--- src/rtl/serial_arith_pkg.sv ---
// Shared definitions for the word-framed bit-serial arithmetic unit.
//
// Contents:
//   MODE_PASS/ONES/TWOS/INC  2-bit operation codes, latched on the first bit of a word
//   state_e                  framing FSM encoding (ST_IDLE, ST_RUN)
//   mode_inv()               1 when the mode inverts each incoming bit
//   mode_carry_init()        carry value loaded on the first bit of a word
package serial_arith_pkg;

   localparam logic [1:0] MODE_PASS = 2'd0;
   localparam logic [1:0] MODE_ONES = 2'd1;
   localparam logic [1:0] MODE_TWOS = 2'd2;
   localparam logic [1:0] MODE_INC  = 2'd3;

   typedef enum logic {
      ST_IDLE = 1'b0,
      ST_RUN  = 1'b1
   } state_e;

   // ONES and TWOS both start from the inverted operand.
   function automatic logic mode_inv(input logic [1:0] m);
      return (m == MODE_ONES) || (m == MODE_TWOS);
   endfunction

   // TWOS is ~x + 1 and INC is x + 1; both inject the +1 as the initial carry.
   function automatic logic mode_carry_init(input logic [1:0] m);
      return (m == MODE_TWOS) || (m == MODE_INC);
   endfunction

endpackage

--- src/rtl/serial_bit_cell.sv ---
// One bit slice of the serial adder: optionally inverts the operand bit and
// adds the running carry (the second addend is always zero).
//
// Ports:
//   in_bit     operand bit
//   inv        invert the operand bit before the add
//   carry      carry into this bit position
//   out_bit    result bit
//   carry_out  carry into the next bit position
module serial_bit_cell (
   input  logic in_bit,
   input  logic inv,
   input  logic carry,
   output logic out_bit,
   output logic carry_out
);

   logic t;

   always_comb begin
      t         = in_bit ^ inv;
      out_bit   = t ^ carry;
      carry_out = t & carry;
   end

endmodule

--- src/rtl/serial_complementer_word.sv ---
// Word-framed, LSB-first bit-serial arithmetic unit. Each word of WIDTH bits is
// passed through, ones' complemented, negated or incremented according to the
// mode latched with its first bit. Results leave through a single registered
// output stage with a valid/ready handshake and one cycle of latency.
//
// Ports:
//   clk        clock, rising edge
//   areset     asynchronous reset, active-high
//   mode       operation select, sampled only on an accepted first bit
//   in_valid   in_bit/in_first valid
//   in_ready   unit can accept a bit this cycle
//   in_bit     serial operand, LSB first
//   in_first   marks the LSB of a word
//   out_valid  out_bit valid
//   out_ready  consumer accepts out_bit
//   out_bit    serial result, LSB first
//   out_first  result LSB marker
//   out_last   result MSB marker
//   out_ovf    signed overflow of the word, meaningful only with out_last
//   sync_err   one-cycle pulse when a word restarts before it completed
module serial_complementer_word
   import serial_arith_pkg::*;
#(
   parameter  int unsigned WIDTH = 8,
   localparam int unsigned CNT_W = $clog2(WIDTH)
) (
   input  logic       clk,
   input  logic       areset,
   input  logic [1:0] mode,
   input  logic       in_valid,
   output logic       in_ready,
   input  logic       in_bit,
   input  logic       in_first,
   output logic       out_valid,
   input  logic       out_ready,
   output logic       out_bit,
   output logic       out_first,
   output logic       out_last,
   output logic       out_ovf,
   output logic       sync_err
);

   localparam logic [CNT_W-1:0] CNT_LAST = CNT_W'(WIDTH - 1);

   // Framing and datapath state
   state_e           state_q, state_d;
   logic [CNT_W-1:0] cnt_q, cnt_d;
   logic             carry_q, carry_d;
   logic [1:0]       mode_q, mode_d;

   // Output register
   logic             out_valid_q, out_valid_d;
   logic             out_bit_q, out_bit_d;
   logic             out_first_q, out_first_d;
   logic             out_last_q, out_last_d;
   logic             out_ovf_q, out_ovf_d;
   logic             sync_err_q, sync_err_d;

   // Per-bit effective operands
   logic             accept;
   logic             start;
   logic             work;
   logic [1:0]       mode_eff;
   logic             carry_eff;
   logic [CNT_W-1:0] cnt_eff;
   logic             is_last;
   logic             cell_bit;
   logic             cell_carry;

   // The single output register may be refilled in the same cycle it drains.
   assign in_ready = out_ready | ~out_valid_q;
   assign accept   = in_valid & in_ready;

   // A first bit always opens a fresh word, whatever state we are in; any other
   // bit only counts while a word is open.
   assign start     = accept & in_first;
   assign work      = start | (accept & (state_q == ST_RUN));
   assign mode_eff  = start ? mode : mode_q;
   assign carry_eff = start ? mode_carry_init(mode) : carry_q;
   assign cnt_eff   = start ? '0 : cnt_q;
   assign is_last   = (cnt_eff == CNT_LAST);

   serial_bit_cell u_cell (
      .in_bit    (in_bit),
      .inv       (mode_inv(mode_eff)),
      .carry     (carry_eff),
      .out_bit   (cell_bit),
      .carry_out (cell_carry)
   );

   always_comb begin
      state_d     = state_q;
      cnt_d       = cnt_q;
      carry_d     = carry_q;
      mode_d      = mode_q;
      out_valid_d = out_valid_q;
      out_bit_d   = out_bit_q;
      out_first_d = out_first_q;
      out_last_d  = out_last_q;
      out_ovf_d   = out_ovf_q;

      // Aborting an open word: RUN always holds a non-zero count, the check on
      // the counter just keeps the condition self-evident.
      sync_err_d = start && (state_q == ST_RUN) && (cnt_q != '0);

      if (out_ready) begin
         out_valid_d = 1'b0;
      end

      if (work) begin
         out_valid_d = 1'b1;
         out_bit_d   = cell_bit;
         out_first_d = start;
         out_last_d  = is_last;
         // Signed overflow: carry into the MSB differs from carry out of it.
         out_ovf_d   = is_last & (carry_eff ^ cell_carry);
         mode_d      = mode_eff;
         if (is_last) begin
            state_d = ST_IDLE;
            cnt_d   = '0;
            carry_d = 1'b0;
         end else begin
            state_d = ST_RUN;
            cnt_d   = cnt_eff + CNT_W'(1);
            carry_d = cell_carry;
         end
      end
   end

   always_ff @(posedge clk or posedge areset) begin
      if (areset) begin
         state_q     <= ST_IDLE;
         cnt_q       <= '0;
         carry_q     <= 1'b0;
         mode_q      <= MODE_PASS;
         out_valid_q <= 1'b0;
         out_bit_q   <= 1'b0;
         out_first_q <= 1'b0;
         out_last_q  <= 1'b0;
         out_ovf_q   <= 1'b0;
         sync_err_q  <= 1'b0;
      end else begin
         state_q     <= state_d;
         cnt_q       <= cnt_d;
         carry_q     <= carry_d;
         mode_q      <= mode_d;
         out_valid_q <= out_valid_d;
         out_bit_q   <= out_bit_d;
         out_first_q <= out_first_d;
         out_last_q  <= out_last_d;
         out_ovf_q   <= out_ovf_d;
         sync_err_q  <= sync_err_d;
      end
   end

   assign out_valid = out_valid_q;
   assign out_bit   = out_bit_q;
   assign out_first = out_first_q;
   assign out_last  = out_last_q;
   assign out_ovf   = out_ovf_q;
   assign sync_err  = sync_err_q;

endmodule

--- config.mk ---
export PLATFORM = sky130hd
export DESIGN_NAME = serial_complementer_word
export DESIGN_NICKNAME = d
export VERILOG_FILES = /design/src/rtl/serial_arith_pkg.sv /design/src/rtl/serial_bit_cell.sv /design/src/rtl/serial_complementer_word.sv
export SDC_FILE = /design/constraint.sdc
export NUM_CORES = 1
export LEC_CHECK = 0
export BUFFER_PORTS_ARGS = -buffer_cell sky130_fd_sc_hd__buf_4
export CELL_PAD_IN_SITES_DETAIL_PLACEMENT = 1
export CELL_PAD_IN_SITES_GLOBAL_PLACEMENT = 1
export CORE_MARGIN = 5
export CORE_UTILIZATION = 40
export DETAILED_ROUTE_END_ITERATION = 6
export GPL_TIMING_DRIVEN = 0
export PLACE_DENSITY = 0.74
export SLEW_MARGIN = 10
export SYNTH_ARGS = -nofsm -noshare
export SYNTH_HDL_FRONTEND = slang
export SYNTH_SLANG_ARGS = --single-unit
--- constraint.sdc ---
create_clock -name clk -period 2.4 [get_ports clk]
set_input_delay 0.24 -clock clk [delete_from_list [all_inputs] [get_ports clk]]
set_output_delay 0.24 -clock clk [all_outputs]
set_load 0.01 [all_outputs]
# Yosys cells after proc, flatten, opt, wreduce, memory -nomap -nowiden
# Cells that the tools add are included.
# classes
addsub,1
reduce_logical,6
n_eq_ne,5
muxes,8
n_bitwise,11
# ops
operator,n
$eq A2 B2 Y1 const B,3
$mux W3,2
$and A1 B1 Y1,5
$mux W1,5
$add A3 B1 Y3 const B,1
$eq A3 B3 Y1 const B,1
$reduce_bool A3 Y1,1
$xor A1 B1 Y1,3
$eq A2 B1 Y1 const B,1
$logic_and A1 B1 Y1,2
$logic_or A1 B1 Y1,2
$mux W2,1
$or A1 B1 Y1,2
$reduce_bool A2 Y1,1
$not A1 Y1,1
# totals
out_inout_bits,7
wordCells,41
ff_bits,13

# Logic depth before layout (Yosys ltp)
# Gate-level depths: netlist of the first run.
# logic_depth
ltp_word,11
depth_mapped,9
ltp_nobuf,7

# By module
# Synthesis of the first run repeated with hierarchy kept, for this count alone.
# hier_totals
hier_cells,62
area_unflattened_um2,706.9
# modules_own_cells
mod,area_per_inst_um2,seq_area_each_um2,n_inst,cells_per_inst
serial_complementer_word,685.7,325.3,1,60
serial_bit_cell,21.3,0.0,1,2

# Least setup slack after synthesis of the first run
# OpenSTA, ideal clock, no wires.
# synth_path
path_type,register to register
start,register out_valid_q (netlist: out_valid)
end,register out_bit_q (netlist: out_bit)
arrival_time_ps,1800
setup_slack_ps,476
period_less_slack_ps,1924
setup_time_ps,125
n_path_buf,2
t_required_ps,2275
stages_incl_launch_ff,8
path_cell_list,dfrtp_1 > nand2b_4 > buf_6 > and3_4 > buf_6 > mux2_1 > ha_1 > mux2_2
# synth_via
elab_chain_len,9
elab_cells_between_ends,13
classes_between,eq/ne (2); mux (2); bitwise (8); reduce/logical (1)
# synth_rtl
item,line_no,source
"start, declared",serial_complementer_word.sv:52,"logic out_valid_q, out_valid_d;"
"start signal, assigned",serial_complementer_word.sv:147,out_valid_q <= out_valid_d;
$not A1 Y1 *,serial_complementer_word.sv:71,assign in_ready = out_ready | ~out_valid_q;
$or A1 B1 Y1 *,serial_complementer_word.sv:71,
named net in_ready,serial_complementer_word.sv:31,"output logic in_ready,"
$and A1 B1 Y1 *,serial_complementer_word.sv:72,assign accept = in_valid & in_ready;
$and A1 B1 Y1 *,serial_complementer_word.sv:76,assign start = accept & in_first;
$mux W2,serial_complementer_word.sv:78,assign mode_eff = start ? mode : mode_q;
$eq A2 B1 Y1 / $eq A2 B2 Y1 (equally long branches),serial_arith_pkg.sv:22,return (m == MODE_ONES) || (m == MODE_TWOS);
$logic_or A1 B1 Y1,serial_arith_pkg.sv:22,
$xor A1 B1 Y1,serial_bit_cell.sv:21,t = in_bit ^ inv;
$xor A1 B1 Y1 *,serial_bit_cell.sv:22,out_bit = t ^ carry;
named net cell_bit,serial_complementer_word.sv:67,logic cell_bit;
"end signal, assigned",serial_complementer_word.sv:148,out_bit_q <= out_bit_d;
"end, declared",serial_complementer_word.sv:53,"logic out_bit_q, out_bit_d;"
# The timed path passes the listed nets; every way through them passes the cells marked *.
# A chain may end at the register's enable or synchronous reset.

# Final worst setup path of the first run
# layout_path
start,register out_valid_q (netlist: out_valid)
end,register out_bit_q (netlist: out_bit)
# layout_via
elab_chain_len,9
elab_cells_between_ends,13
classes_between,eq/ne (2); mux (2); bitwise (8); reduce/logical (1)
# layout_rtl
item,line_no
$not A1 Y1 *,serial_complementer_word.sv:71
$or A1 B1 Y1 *,serial_complementer_word.sv:71
$and A1 B1 Y1 *,serial_complementer_word.sv:72
$and A1 B1 Y1 *,serial_complementer_word.sv:76
$mux W2,serial_complementer_word.sv:78
$eq A2 B1 Y1 / $eq A2 B2 Y1 (equally long branches),serial_arith_pkg.sv:22
$logic_or A1 B1 Y1,serial_arith_pkg.sv:22
$xor A1 B1 Y1,serial_bit_cell.sv:21
$xor A1 B1 Y1 *,serial_bit_cell.sv:22
named net cell_bit,serial_complementer_word.sv:67
# Marks and branches as above.

==> results.py, run 1 <==
metrics = {
    "outcome": {
        "outcome": "finished with violations",
        "violations": "negative hold slack",
    },
    "final_layout": {
        "ff_latch_area_sq_um": 325.3,
        "area_growth_syn_to_layout_pct": 22.10,
        "insertedDiodeCount": 0,
        "layout-drive-gt1-share": 0.3836,
        "fillers": 182,
        "postLayoutCellArea_sq_um": 843.3,
        "final_net_count": 87,
        "area_of_the_multi_input_gates_sq_um": 335.3,
    },
    "yosys": {
        "area_contributors_post_synth": "dfrtp_1, ha_1, mux2_2",
        "synth_seq_area_share": 0.4710,
        "dominantRegCellSynth": "dfrtp_1",
        "yosys_register_bits": 13,
        "synth_instances": 55,
        "yosys_warnings": 0,
        "synthesis.area_sq_um": 690.7,
        "count_of_cell_types_in_the_netlist": 23,
        "asr_flop_ratio_synth": 1.000,
        "post-synth-top-count-cell": "dfrtp_1",
        "syn-num-nets": 68,
        "synth_top_cell_by_area": "dfrtp_1",
        "syn_avg_cell_area_sq_um": 12.56,
        "post_synth_most_frequent_cells": "dfrtp_1, ha_1, mux2_2",
        "synth-edff-count": 0,
        "yosys.area.top_type_share": 0.4710,
    },
    "global_route": {
        "grt_first_pass_wirelength_um": 2083,
        "grt_util_all_layers": 0.1064,
        "global_route.overflow_total": 0,
        "initial_antenna_violation_count": 0,
        "vias_in_the_first_global_route": 471,
        "grt_start_max_net_pins": 14,
    },
    "drt": {
        "via_count_of_the_routed_design": 467,
        "avgViaCountPerCell": 5.189,
        "dr.pass1.iters": 3,
        "drt_iter0_drc": 5,
        "drt_drc_violations_left": 0,
        "routed_wirelength_um": 1230,
        "final_antenna_net_count": 0,
        "wl_per_cell_um": 13.67,
    },
    "power_and_ir_drop": {
        "power_frac_comb": 0.352,
        "power.share.clock": 0.198,
        "vdd.ir_drop.worst_v": 0.0004056,
        "power.switching_mw": 0.2191,
        "static-leakage-power_nw": 0.4188,
        "seqPwrFrac": 0.451,
        "power_report.internal_total_mw": 0.4772,
        "design_power_total_mw": 0.6962,
        "swShare": 0.3147,
        "power.density_cell_area_mw_per_mm2": 825.6,
    },
    "cts": {
        "cts_sinks": 13,
        "post_cts_buffers": 0,
        "root_buffer": "clkbuf_4",
        "ctsHtreeMaxLevel": 1,
        "tritoncts": "built",
        "worst_skew_pair.late_latency_ps": 270,
        "postCtsHoldBufs": 0,
        "post_cts_resized": 0,
        "cts_max_path_buffers": 2,
        "cts_made_buffers": 3,
        "register_clock_pin_slew_on_the_reported_worst_setup_and_hold_paths_ps": 80,
    },
    "placement": {
        "port_buffers": 14,
        "post-dp-hpwl_um": 941.3,
        "gpl.final_weighted_congestion": 0.6526,
        "post-place-ws_ps": 430.4,
        "detailed_place.area_sq_um": 817.0,
    },
    "timing": {
        "min_period_over_period": 0.8153,
        "setup_viol": 0,
        "rsz0062_at_grt": "false",
        "setup_tns_ps": 0,
        "max_freq_ghz": 0.5111,
        "finClkSkew_ps": 3.208,
        "slew-limit-headroom": 0.6513,
        "finalMaxSlewViolations": 0,
        "tightest_slew_ps": 522.5,
        "fin_crit_ps": 1957,
        "setup_ws_ps": 443.4,
        "timing.final.hold_violations": 10,
        "hold-worst-slack_ps": -3.569,
    },
    "floorplan": {
        "die-height_um": 51.56,
        "number_of_placement_rows": 15,
        "floorplan.die_area_sq_mm": 0.002658,
        "die_w_um": 51.56,
        "floorplan.initialDensity": 0.4089,
        "core_region_area_sq_mm": 0.001689,
        "io_pins": 15,
    },
    "critical_path": {
        "crit_path_start_kind": "register",
        "slowest_cell_on_the_critical_path": "dfrtp_1",
        "max_fanout_on_critical_path": 10,
        "worst_setup_path_end_kind": "register",
        "critical_path.cell_chain": "nand2b_4 -> buf_6 -> and3_4 -> buf_6 -> mux2i_4 -> xnor2_1 -> ha_1 -> mux2_2",
        "crit_arrival_ps": 2120,
        "worst_path_largest_cell_delay_ps": 410,
        "crit_path_frequent_cell": "buf_6",
        "crit_required_ps": 2570,
        "critPathKind": "reg -> reg",
    },
    "flow_run": {
        "max_cap_viol_count": 0,
    },
    "min_path": {
        "worst_hold_path_type": "in -> async",
    },
}
power groups by stage:
stage | Clock [mW] | Sequential (mW) | Combinational (mW)
floorplan | 0 | 0.320 | 0.162
global placement | 0 | 0.315 | 0.240
detailed placement | 0 | 0.319 | 0.249
CTS | 0.144 | 0.315 | 0.251
global route | 0.154 | 0.326 | 0.271
finish | 0.138 | 0.314 | 0.245
kinds of logic after synthesis:
kind of cell	share of synthesized area
adders and majority gates	0.09058
DFF	0.4710
and+or+nand+nor	0.1087
AOI/OAI and AO/OA	0.08877
xor gates and xnor gates	0.05073
muxes	0.1467
buffers and inverters	0.04348
worst paths after layout:
path                            from   endpoint  slack (ps)  cells after the start
setup / recovery           out_valid    out_bit         440                      8
hold / removal                areset    carry_q          -4                      2
setup reg to reg           out_valid    out_bit         440                      8
hold reg to reg            out_first  out_first         480                      1
max in group asynchronous     areset   cnt_q[0]        2060                      2
min in group clk            in_valid    state_q         190                      2
stage by stage:
step,instances,util
after floorplan,55,-
after global placement,86,0.4837
after detailed placement,86,0.4837
after CTS,90,0.4993
after global routing,90,0.4993
final,90,0.4993
worst max-delay path: cells and delay by family (launching register included):
kind	cells	cell delay, ps
simple gates	2	260
mux	2	510
fa+ha+maj	1	260
xor+xnor	1	150
flops	1	410
buf+inv	2	260
state kept, by name, indices dropped and copies added (netlist names):
register / cells
sync_err: 1
out_bit: 1
out_first: 1
cnt_q: 3
state_q: 1
carry_q: 1
out_last: 1
out_ovf: 1
mode_q: 2
out_valid: 1
area by class of cell:
| cell class | count | area share |
|---|---|---|
| Multi-Input combinational cell | 38 | 0.3976 |
| Sequential cell | 13 | 0.3858 |
| Timing Repair Buffer | 14 | 0.1246 |
| Clock buffer | 4 | 0.03116 |
| Buffer | 2 | 0.02671 |
| Tap cell | 17 | 0.02522 |
| Inverter | 2 | 0.008902 |
routing by layer:
metal	routed length (um)	part of all wire	GRT usage	vias to the layer above
met1	524	0.43	0.1232	231
met5	0	0	0	-
li1	-	-	-	225
met3	37	0.030	0.03438	4
met2	642	0.52	0.1822	7
met4	25	0.020	0.03930	0
layout by cell type (no fill, tap or decap), types with 2 or more instances in the layout:
cell       n
buf_4     14
dfrtp_1   13
mux2_2     5
ha_1       5
nand2_1    4
nor2_1     3
xor2_1     3
clkbuf_4   3
buf_6      2
inv_1      2
mux2_1     2
o21ai_0    2
nor2b_1    2
Power figures use the tool's default switching activity.
==> run 2, diff against run 1 <==
CORE_UTILIZATION = 36   (was 40)
PLACE_DENSITY = 0.71   (was 0.74)
clock period = 1.8 ns   (was 2.4 ns; I/O delays follow)
==> results.py, run 2 (synthesis gave the netlist of run 1 again) <==
metrics = {
    "floorplan": {
        "floorplan.initialDensity": 0.3874,
        "floorplan.die_area_sq_mm": 0.002894,
        "core_region_area_sq_mm": 0.001783,
        "die_w_um": 53.80,
        "number_of_placement_rows": 15,
        "die-height_um": 53.80,
        "io_pins": 15,
    },
    "placement": {
        "port_buffers": 14,
        "post-place-ws_ps": -149.7,
        "post-dp-hpwl_um": 1056,
        "gpl.final_weighted_congestion": 0.6490,
        "detailed_place.area_sq_um": 833.3,
    },
    "final_layout": {
        "fillers": 194,
        "largest_register": "cnt_q",
        "final_net_count": 92,
        "area_growth_syn_to_layout_pct": 31.34,
        "postLayoutCellArea_sq_um": 907.1,
        "insertedDiodeCount": 0,
        "top_regs": "cnt_q x3, mode_q x2",
        "area_of_the_multi_input_gates_sq_um": 344.1,
        "layout_common_cells": "buf_4, dfrtp_1, mux2_2, nand2_1, ha_1",
        "mostFrequentLayoutCell": "buf_4",
        "ff_latch_area_sq_um": 325.3,
        "flip_flop_count_of_the_largest_register_after_layout": 3,
        "layout-drive-gt1-share": 0.4487,
    },
    "timing": {
        "timing.final.hold_violations": 0,
        "setup_viol": 0,
        "min_period_over_period": 0.9728,
        "setup_ws_ps": 49.01,
        "rsz0062_at_grt": "true",
        "fin_crit_ps": 1751,
        "finClkSkew_ps": 10.55,
        "slew-limit-headroom": 0.6719,
        "finalMaxSlewViolations": 0,
        "max_freq_ghz": 0.5711,
        "hold-worst-slack_ps": 122.9,
        "tightest_slew_ps": 490.7,
    },
    "flow_run": {
        "max_cap_viol_count": 0,
    },
    "cts": {
        "register_clock_pin_slew_on_the_reported_worst_setup_and_hold_paths_ps": 80,
        "root_buffer": "clkbuf_4",
        "cts_made_buffers": 3,
        "worst_skew_pair.late_latency_ps": 270,
        "ctsHtreeMaxLevel": 1,
        "cts_sinks": 13,
        "tritoncts": "built",
        "cts_max_path_buffers": 2,
    },
    "critical_path": {
        "cp.buffers_inverters": 0,
        "crit_path_start_kind": "register",
        "worst_path_largest_cell_delay_ps": 410,
        "max_fanout_on_critical_path": 4,
        "crit_arrival_ps": 1920,
        "critical_path.top_delay_family": "multiplexers",
        "crit_required_ps": 1970,
        "worst_setup_path_end_kind": "register",
        "critical_path.cell_chain": "nand2b_4 -> and3_4 -> mux2i_4 -> xnor2_1 -> ha_1 -> mux2_2",
        "critPathKind": "reg -> reg",
        "slowest_cell_on_the_critical_path": "dfrtp_1",
    },
    "power_and_ir_drop": {
        "power.density_cell_area_mw_per_mm2": 1060,
        "design_power_total_mw": 0.9616,
        "static-leakage-power_nw": 0.4445,
        "vdd.ir_drop.worst_v": 0.0007609,
    },
    "global_route": {
        "grt_util_all_layers": 0.1108,
        "initial_antenna_violation_count": 0,
        "vias_in_the_first_global_route": 471,
        "grt_first_pass_wirelength_um": 2194,
        "grt_start_max_net_pins": 14,
        "global_route.overflow_total": 0,
    },
    "drt": {
        "wl_per_cell_um": 13.87,
        "drt_iter0_drc": 3,
        "via_count_of_the_routed_design": 488,
        "final_antenna_net_count": 0,
        "routed_wirelength_um": 1429,
        "dr.pass1.iters": 2,
        "drt_drc_violations_left": 0,
        "avgViaCountPerCell": 4.738,
    },
    "outcome": {
        "outcome": "completed",
    },
    "min_path": {
        "worst_hold_path_type": "in -> reg",
    },
}
run 2: changes by cell type in the layout (fill, tap and decap cells not counted), sizes merged:
cell | before | now
buf | 16 | 20
dlygate4sd3 | 0 | 1
run 2: routing by layer:
| layer | track usage | share of wire | up-vias |
|---|---|---|---|
| met5 | 0 | 0 | - |
| met4 | 0.03830 | 0.017 | 0 |
| met3 | 0.04432 | 0.052 | 2 |
| met2 | 0.1815 | 0.53 | 10 |
| met1 | 0.1301 | 0.40 | 240 |
| li1 | - | - | 236 |
run 2: cell type report:
cell class | count | area share
repair buffers | 21 | 0.1903
inverters | 2 | 0.008276
well taps | 25 | 0.03448
clock buffers | 4 | 0.02897
multi-input cells | 38 | 0.3793
flip-flops and latches | 13 | 0.3586
run 2: final timing paths:
path / startpoint / endpoint / slack [ps] / depth (start not counted)
max in group asynchronous: areset / sync_err / 990 / 3
min in group asynchronous: areset / state_q / 470 / 3
min: in_valid / state_q / 120 / 2
max reg2reg: out_valid / out_bit / 50 / 6
min reg2reg: out_first / out_first / 490 / 1
max: out_valid / out_bit / 50 / 6
run 2: report_power, final:
| group | switching (mW) | internal [mW] |
|---|---|---|
| clock | 0.0898 | 0.0858 |
| combinational | 0.154 | 0.208 |
| sequential | 0.0555 | 0.368 |
| total | 0.300 | 0.662 |
run 2: metrics by stage:
step | std cells | utilization | setup TNS (ps)
floorplan | 55 | - | -100.4
global route | 103 | 0.5088 | -44.39
CTS | 101 | 0.4919 | 0
detailed placement | 94 | 0.4674 | -168.0
finish | 103 | 0.5088 | 0
global placement | 94 | 0.4674 | -126.0
run 2: timing repair:
action | 4_1_cts | 5_1_grt
endpoints found under the hold margin | 13 | 0
buffers inserted | 4 | 2
gates cloned | 0 | 0
pin swaps | 2 | 2
hold buffers | 1 | 0
setup endpoints to repair | 4 | 2
resized for setup | 0 | 2
